$ cat config.mk
export PLATFORM = sky130hd
export DESIGN_NAME = lsu_store_buffered
export DESIGN_NICKNAME = d
export VERILOG_FILES = /design/src/rtl/lsu_store_buffered.sv
export SDC_FILE = /design/constraint.sdc
export NUM_CORES = 1
export LEC_CHECK = 0
export ABC_CLOCK_PERIOD_IN_PS = 5400
export BUFFER_PORTS_ARGS = -buffer_cell sky130_fd_sc_hd__buf_4
export CORE_ASPECT_RATIO = 1.75
export CORE_MARGIN = 3
export CORE_UTILIZATION = 30
export CTS_CLUSTER_DIAMETER = 40
export DETAILED_ROUTE_END_ITERATION = 10
export GPL_TIMING_DRIVEN = 0
export HOLD_SLACK_MARGIN = 0.08
export PLACE_DENSITY_LB_ADDON = 0.3
export REMOVE_ABC_BUFFERS = 1
export SLEW_MARGIN = 20
export SYNTH_ARGS = -nofsm -noshare
export SYNTH_HDL_FRONTEND = slang
export SYNTH_SLANG_ARGS = --single-unit
$ cat constraint.sdc
create_clock -name clk_in -period 5.4 [get_ports clk_in]
set_clock_uncertainty 0.05 [all_clocks]
set_input_delay 1.08 -clock clk_in [delete_from_list [all_inputs] [get_ports clk_in]]
set_output_delay 1.08 -clock clk_in [all_outputs]
set_load 0.05 [all_outputs]
$ cat src/rtl/lsu_store_buffered.sv
// Load/store unit with an in-order store buffer and a single load slot. Loads bypass
// buffered stores unless their word addresses overlap; rollback cancels loads only.
module lsu_store_buffered #(
  parameter int unsigned XLEN     = 32,
  parameter int unsigned AW       = 32,
  parameter int unsigned SB_DEPTH = 4
) (
  input  logic            clk_in,
  input  logic            rst_n_in,
  input  logic            rdy_in,
  input  logic            req_valid_in,
  output logic            req_ready_out,
  input  logic [3:0]      req_op_in,
  input  logic [AW-1:0]   req_addr_in,
  input  logic [XLEN-1:0] req_data_in,
  output logic            res_valid_out,
  output logic [XLEN-1:0] res_data_out,
  output logic            res_misalign_out,
  output logic            mem_en_out,
  output logic            mem_rw_out,
  output logic [AW-1:0]   mem_addr_out,
  output logic [XLEN-1:0] mem_data_out,
  output logic [2:0]      mem_size_out,
  input  logic            mem_ok_in,
  input  logic [XLEN-1:0] mem_data_in,
  input  logic            rollback_in,
  output logic            sb_empty_out
);

  localparam int unsigned PW = $clog2(SB_DEPTH);

  localparam logic [1:0] IDLE       = 2'd0;
  localparam logic [1:0] LOAD_WAIT  = 2'd1;
  localparam logic [1:0] STORE_WAIT = 2'd2;
  localparam logic [1:0] LOAD_DROP  = 2'd3;

  logic [1:0]      state_q, state_d;
  logic            run_q;
  logic [PW:0]     wr_ptr_q, wr_ptr_d, rd_ptr_q, rd_ptr_d;
  logic [AW-1:0]   sb_addr_q [SB_DEPTH];
  logic [XLEN-1:0] sb_data_q [SB_DEPTH];
  logic [1:0]      sb_size_q [SB_DEPTH];
  logic            ld_valid_q, ld_valid_d;
  logic [AW-1:0]   ld_addr_q, ld_addr_d;
  logic [2:0]      ld_f3_q, ld_f3_d;
  logic            mem_en_q, mem_en_d, mem_rw_q, mem_rw_d;
  logic [AW-1:0]   mem_addr_q, mem_addr_d;
  logic [XLEN-1:0] mem_data_q, mem_data_d;
  logic [2:0]      mem_size_q, mem_size_d;
  logic            res_valid_q, res_valid_d, res_misalign_q, res_misalign_d;
  logic [XLEN-1:0] res_data_q, res_data_d;
  logic            mis_pend_q, mis_pend_d;

  logic [PW:0]     sb_count;
  logic [PW-1:0]   rd_idx, wr_idx, off;
  logic            sb_full, sb_empty, pop, is_store, misalign, accept;
  logic            push, ld_acc, mis_now, conflict, load_done;

  function automatic logic [2:0] size_of(input logic [1:0] f);
    case (f)
      2'd0:    size_of = 3'd1;
      2'd1:    size_of = 3'd2;
      default: size_of = 3'd4;
    endcase
  endfunction

  function automatic logic [XLEN-1:0] extend(input logic [2:0] f, input logic [XLEN-1:0] d);
    case (f)
      3'd0:    extend = {{(XLEN-8){d[7]}}, d[7:0]};
      3'd1:    extend = {{(XLEN-16){d[15]}}, d[15:0]};
      3'd4:    extend = {{(XLEN-8){1'b0}}, d[7:0]};
      3'd5:    extend = {{(XLEN-16){1'b0}}, d[15:0]};
      default: extend = d;
    endcase
  endfunction

  assign sb_count = wr_ptr_q - rd_ptr_q;
  assign rd_idx   = rd_ptr_q[PW-1:0];
  assign wr_idx   = wr_ptr_q[PW-1:0];
  assign sb_full  = (sb_count == (PW+1)'(SB_DEPTH));
  assign sb_empty = (sb_count == '0);
  assign pop      = (state_q == STORE_WAIT) && mem_ok_in;
  assign is_store = req_op_in[3];
  assign misalign = ((req_op_in[1:0] == 2'd1) && req_addr_in[0]) ||
                    ((req_op_in[1:0] == 2'd2) && (req_addr_in[1:0] != 2'b00));

  // A head pop this cycle frees a slot, so a full buffer can still take a store.
  assign req_ready_out = rdy_in && run_q && (is_store ? (!sb_full || pop) : !ld_valid_q);
  assign accept  = req_valid_in && req_ready_out;
  assign push    = accept && is_store && !misalign;
  assign ld_acc  = accept && !is_store && !misalign && !rollback_in;
  assign mis_now = accept && misalign && !rollback_in;

  always_comb begin
    conflict = 1'b0;
    off      = '0;
    for (int i = 0; i < SB_DEPTH; i++) begin
      off = PW'(i) - rd_idx;
      if (({1'b0, off} < sb_count) && (sb_addr_q[i][AW-1:2] == ld_addr_q[AW-1:2])) begin
        conflict = 1'b1;
      end
    end
  end

  always_comb begin
    state_d        = state_q;
    wr_ptr_d       = wr_ptr_q;
    rd_ptr_d       = rd_ptr_q;
    ld_valid_d     = ld_valid_q;
    ld_addr_d      = ld_addr_q;
    ld_f3_d        = ld_f3_q;
    mem_en_d       = 1'b0;
    mem_rw_d       = mem_rw_q;
    mem_addr_d     = mem_addr_q;
    mem_data_d     = mem_data_q;
    mem_size_d     = mem_size_q;
    res_valid_d    = 1'b0;
    res_misalign_d = 1'b0;
    res_data_d     = '0;
    mis_pend_d     = 1'b0;
    load_done      = 1'b0;

    case (state_q)
      IDLE: begin
        if (ld_valid_q && !conflict && !rollback_in) begin
          mem_en_d   = 1'b1;
          mem_rw_d   = 1'b0;
          mem_addr_d = ld_addr_q;
          mem_data_d = '0;
          mem_size_d = size_of(ld_f3_q[1:0]);
          state_d    = LOAD_WAIT;
        end else if (!sb_empty) begin
          mem_en_d   = 1'b1;
          mem_rw_d   = 1'b1;
          mem_addr_d = sb_addr_q[rd_idx];
          mem_data_d = sb_data_q[rd_idx];
          mem_size_d = size_of(sb_size_q[rd_idx]);
          state_d    = STORE_WAIT;
        end
      end
      LOAD_WAIT: begin
        if (rollback_in) begin
          // Data arriving in the flush cycle is dropped here rather than awaited.
          state_d = mem_ok_in ? IDLE : LOAD_DROP;
        end else if (mem_ok_in) begin
          load_done  = 1'b1;
          ld_valid_d = 1'b0;
          state_d    = IDLE;
        end
      end
      STORE_WAIT: begin
        if (mem_ok_in) begin
          rd_ptr_d = rd_ptr_q + 1'b1;
          state_d  = IDLE;
        end
      end
      LOAD_DROP: begin
        if (mem_ok_in) state_d = IDLE;
      end
      default: state_d = IDLE;
    endcase

    if (rollback_in) ld_valid_d = 1'b0;
    if (ld_acc) begin
      ld_valid_d = 1'b1;
      ld_addr_d  = req_addr_in;
      ld_f3_d    = req_op_in[2:0];
    end
    if (push) wr_ptr_d = wr_ptr_q + 1'b1;

    // One result per cycle; a misalign report colliding with a load result slips a cycle.
    if (load_done) begin
      res_valid_d = 1'b1;
      res_data_d  = extend(ld_f3_q, mem_data_in);
      mis_pend_d  = mis_now || mis_pend_q;
    end else if (mis_pend_q || mis_now) begin
      res_valid_d    = 1'b1;
      res_misalign_d = 1'b1;
      mis_pend_d     = mis_pend_q && mis_now;
    end
  end

  always_ff @(posedge clk_in or negedge rst_n_in) begin
    if (!rst_n_in) begin
      state_q        <= IDLE;
      run_q          <= 1'b0;
      wr_ptr_q       <= '0;
      rd_ptr_q       <= '0;
      ld_valid_q     <= 1'b0;
      ld_addr_q      <= '0;
      ld_f3_q        <= '0;
      mem_en_q       <= 1'b0;
      mem_rw_q       <= 1'b0;
      mem_addr_q     <= '0;
      mem_data_q     <= '0;
      mem_size_q     <= '0;
      res_valid_q    <= 1'b0;
      res_misalign_q <= 1'b0;
      res_data_q     <= '0;
      mis_pend_q     <= 1'b0;
      for (int i = 0; i < SB_DEPTH; i++) begin
        sb_addr_q[i] <= '0;
        sb_data_q[i] <= '0;
        sb_size_q[i] <= '0;
      end
    end else begin
      run_q <= 1'b1;
      if (rdy_in) begin
        state_q        <= state_d;
        wr_ptr_q       <= wr_ptr_d;
        rd_ptr_q       <= rd_ptr_d;
        ld_valid_q     <= ld_valid_d;
        ld_addr_q      <= ld_addr_d;
        ld_f3_q        <= ld_f3_d;
        mem_en_q       <= mem_en_d;
        mem_rw_q       <= mem_rw_d;
        mem_addr_q     <= mem_addr_d;
        mem_data_q     <= mem_data_d;
        mem_size_q     <= mem_size_d;
        res_valid_q    <= res_valid_d;
        res_misalign_q <= res_misalign_d;
        res_data_q     <= res_data_d;
        mis_pend_q     <= mis_pend_d;
        if (push) begin
          sb_addr_q[wr_idx] <= req_addr_in;
          sb_data_q[wr_idx] <= req_data_in;
          sb_size_q[wr_idx] <= req_op_in[1:0];
        end
      end
    end
  end

  assign res_valid_out    = res_valid_q;
  assign res_data_out     = res_data_q;
  assign res_misalign_out = res_misalign_q;
  assign mem_en_out       = mem_en_q;
  assign mem_rw_out       = mem_rw_q;
  assign mem_addr_out     = mem_addr_q;
  assign mem_data_out     = mem_data_q;
  assign mem_size_out     = mem_size_q;
  assign sb_empty_out     = sb_empty && (state_q != STORE_WAIT);

endmodule

==> impl_results.md <==
- Top Ports: 211
- H-tree depth: 2
- Slew headroom: 0.4519
- Vias: 13545
- Netlist cell types: roughly 40
- Crit Path Class: flip-flop to flip-flop
- Gr usage total: 0.1727
- Seq/Total Area, Yosys: 0.5104
- Synth-to-layout area growth: 22.20%
- Resized Gates After CTS: 0
- Final setup margin: 750.8 ps
- DRC: 0
- Worst endpoint required time: 5830 ps
- Peak supply drop: just under 0.0003 V
- Worst EP arrival: 5070 ps
- Routed WL per cell: 22.66 um
- Leak: approximately 12 nW
- Post-Synthesis Cells: 1618
- Clock power share: 0.259
- Fill count: approximately 6600
- RD Place Congestion: 0.7770
- Die Y: around 350 um
- Clock-pin slew on the worst setup and hold paths: 60 ps
- Clk root buf: clkbuf_16
- CP Capture Type: flip-flop
- Most used DFF post-synth: dfrtp_1
- Share of cells above drive strength 1: 0.3920
- CTS tree: yes
- DIE AREA: 70780 um2
- Fmax achieved: 215.1 MHz
- Pwr Density: 539.2 nW/um2
- Commonest cells after routing, fill and taps aside: dfrtp_1 (411), mux2_2 (278), buf_4 (211), nand2_1 (209), xnor2_1 (125)
- Area occupied by multi-input gates: 9290 um2
- Num CTS Buffers: 51
- Async SR Flop Fraction: 1.000
- Core Area: 66630 um2
- Max Cap Viol: 0
- Fin crit period: 4649 ps
- Worst slack at placement: 763.8 ps
- Switching Share: 0.3865
- Largest fanout on the critical path: 37
- Cell Rows: around 130
- Logic gate share of total power: 0.382
- DR pass1 iterations: 5
- Post-CTS Setup Inserts: 0
- Initial antenna violation count: 5
- Longest Clk Path Bufs: 3
- Clock latency on the worst-skew pair: 600 ps
- Synth Cell Area: 20250 um2
- Unrepaired setup endpoints after global routing: false
- Hold buffer count at CTS: 0
- Worst Hold Class: input port to async pin
- Setup violators final: 0
- FF+latch area: 10340 um2
- Largest net degree at the start of global routing: just over 100
- Run status: complete, no violations
- Critical Path Source Type: flip-flop
- Vias in the first global route: 14535
- Antenna Nets Post-Route: 0
- Sw power: between 5 and 6 mW
- Warning count from the yosys run: 0
- Global-route wire length before repair: approximately 93 mm
- Final #Nets: approximately 1900
- Starting Density: 0.3039
- Fin crit share: 0.8610
- Avg Synthesized Cell Area: 12.52 um2
- Number of clock sinks: 413
- Max-slew violation count: 0
- Synthesis-stage register bit count: around 410
- Initial DRC Count: 657
- Internal power: just over 8 mW
- Reg2Reg Depth: 11
- Post-DP HPWL: between 40 and 50 mm
- Total congestion overflow: 0
- Seq pwr share: 0.359
- Post-synth EDFFs: 0
- Via/cell ratio: about 5
- Port bufs: 210
- WL final: 61.28 mm
- Worst R2R Setup Slack: 750 ps
- Final core utilization: 0.3714
- Worst slew pin tran: 814.7 ps
- Commonest non-fill, non-tap cell in the layout: dfrtp_1
- Die width: 202.4 um
- Hold Fails Final Rpt: 0
through the flow:
step                      TNS (ps)  instances  instance area (um2)  hold slack, ps  power (mW)
after floorplan            -472030       1483                19690           416.6       8.011
after global placement    -2570240       2582                22380           430.8       9.784
after detailed placement         0       2607                23040           437.4       10.02
after CTS                        0       2700                24740           386.5       13.57
after global routing             0       2700                24740           418.8       14.08
final                            0       2704                24750           414.4       13.34
layout make-up:
cell class                      count  share of cell area
Multi-Input combinational cell   1033              0.3754
Tap cell                          889             0.04495
Sequential cell                   413              0.4180
Clock buffer                       64             0.05602
Antenna cell                        4           0.0004045
Inverter                           37            0.005714
Clock inverter                     29             0.01264
Timing Repair Buffer              235             0.08687
synthesized netlist by cell type, types with 24 or more instances:
library cell	count	area share
o21ai_0	24	0.0059
nand4_1	32	0.0099
nand2_1	214	0.040
mux4_2	66	0.073
a22oi_1	33	0.012
inv_1	37	0.0069
a22o_1	33	0.014
a311o_1	33	0.016
xnor2_1	125	0.054
and2_1	34	0.011
mux2_2	278	0.15
mux2_4	29	0.022
clkbuf_1	97	0.018
dfrtp_1	413	0.51
power by group through the flow:
stage	Sequential (mW)	Clock, mW	Combinational (mW)
3_5_place_dp	4.84	0	5.17
5_1_grt	4.91	3.69	5.47
6_report	4.79	3.46	5.10
4_1_cts	4.79	3.58	5.20
2_1_floorplan	5.55	0	2.46
3_3_place_gp	4.96	0	4.82
worst max-delay path, cell delays in order, from the launching register on:
cell and delay [ps]:
dfrtp_4 870, buf_16 330, inv_1 150, fa_1 420
xnor2_1 260, xnor2_2 210, a21oi_1 100, a211o_1 360
nor2_2 480, nand2_4 490, buf_16 370, mux2_2 320
flip-flops by register name, summed over array words and instances (netlist names), 2 cells and up:
name,count
ld_addr_q,32
ld_f3_q,3
mem_addr_out,32
mem_data_out,32
mem_size_out,3
rd_ptr_q,3
res_data_out,32
sb_addr_q,128
sb_data_q,128
sb_size_q,8
state_q,2
wr_ptr_q,3
cells by family after synthesis:
group                    after synthesis  share of synthesized area
AO/OA/AOI/OAI                        168                    0.06204
XOR/XNOR                             126                    0.05487
adder cells (fa/ha/maj)               13                   0.008403
buffers and inverters                172                    0.03436
flip-flops                           413                     0.5104
multiplexers                         375                     0.2505
other                                  1                  0.0001852
AND/OR/NAND/NOR                      350                    0.07928
final timing paths:
| check | end | startpoint |
|---|---|---|
| setup / recovery | sb_data_q[3] | rd_ptr_q[1] |
| hold / removal | ld_addr_q[26] | rst_n_in |
| setup reg to reg | sb_data_q[3] | rd_ptr_q[1] |
| hold reg to reg | mem_data_out[0] | mem_data_out[0] |
| max in group asynchronous | ld_f3_q[1] | rst_n_in |
| min in group clk_in | mem_data_out[0] | mem_data_out[0] |
routing by layer:
layer,wire [um],vias to the layer above,track usage
met5,20,-,0
met4,2423,2,0.07190
met3,3351,112,0.03872
met2,30860,351,0.3016
met1,24620,7001,0.2051
li1,-,6079,-
Note: power is estimated with default switching activity, not from simulation.
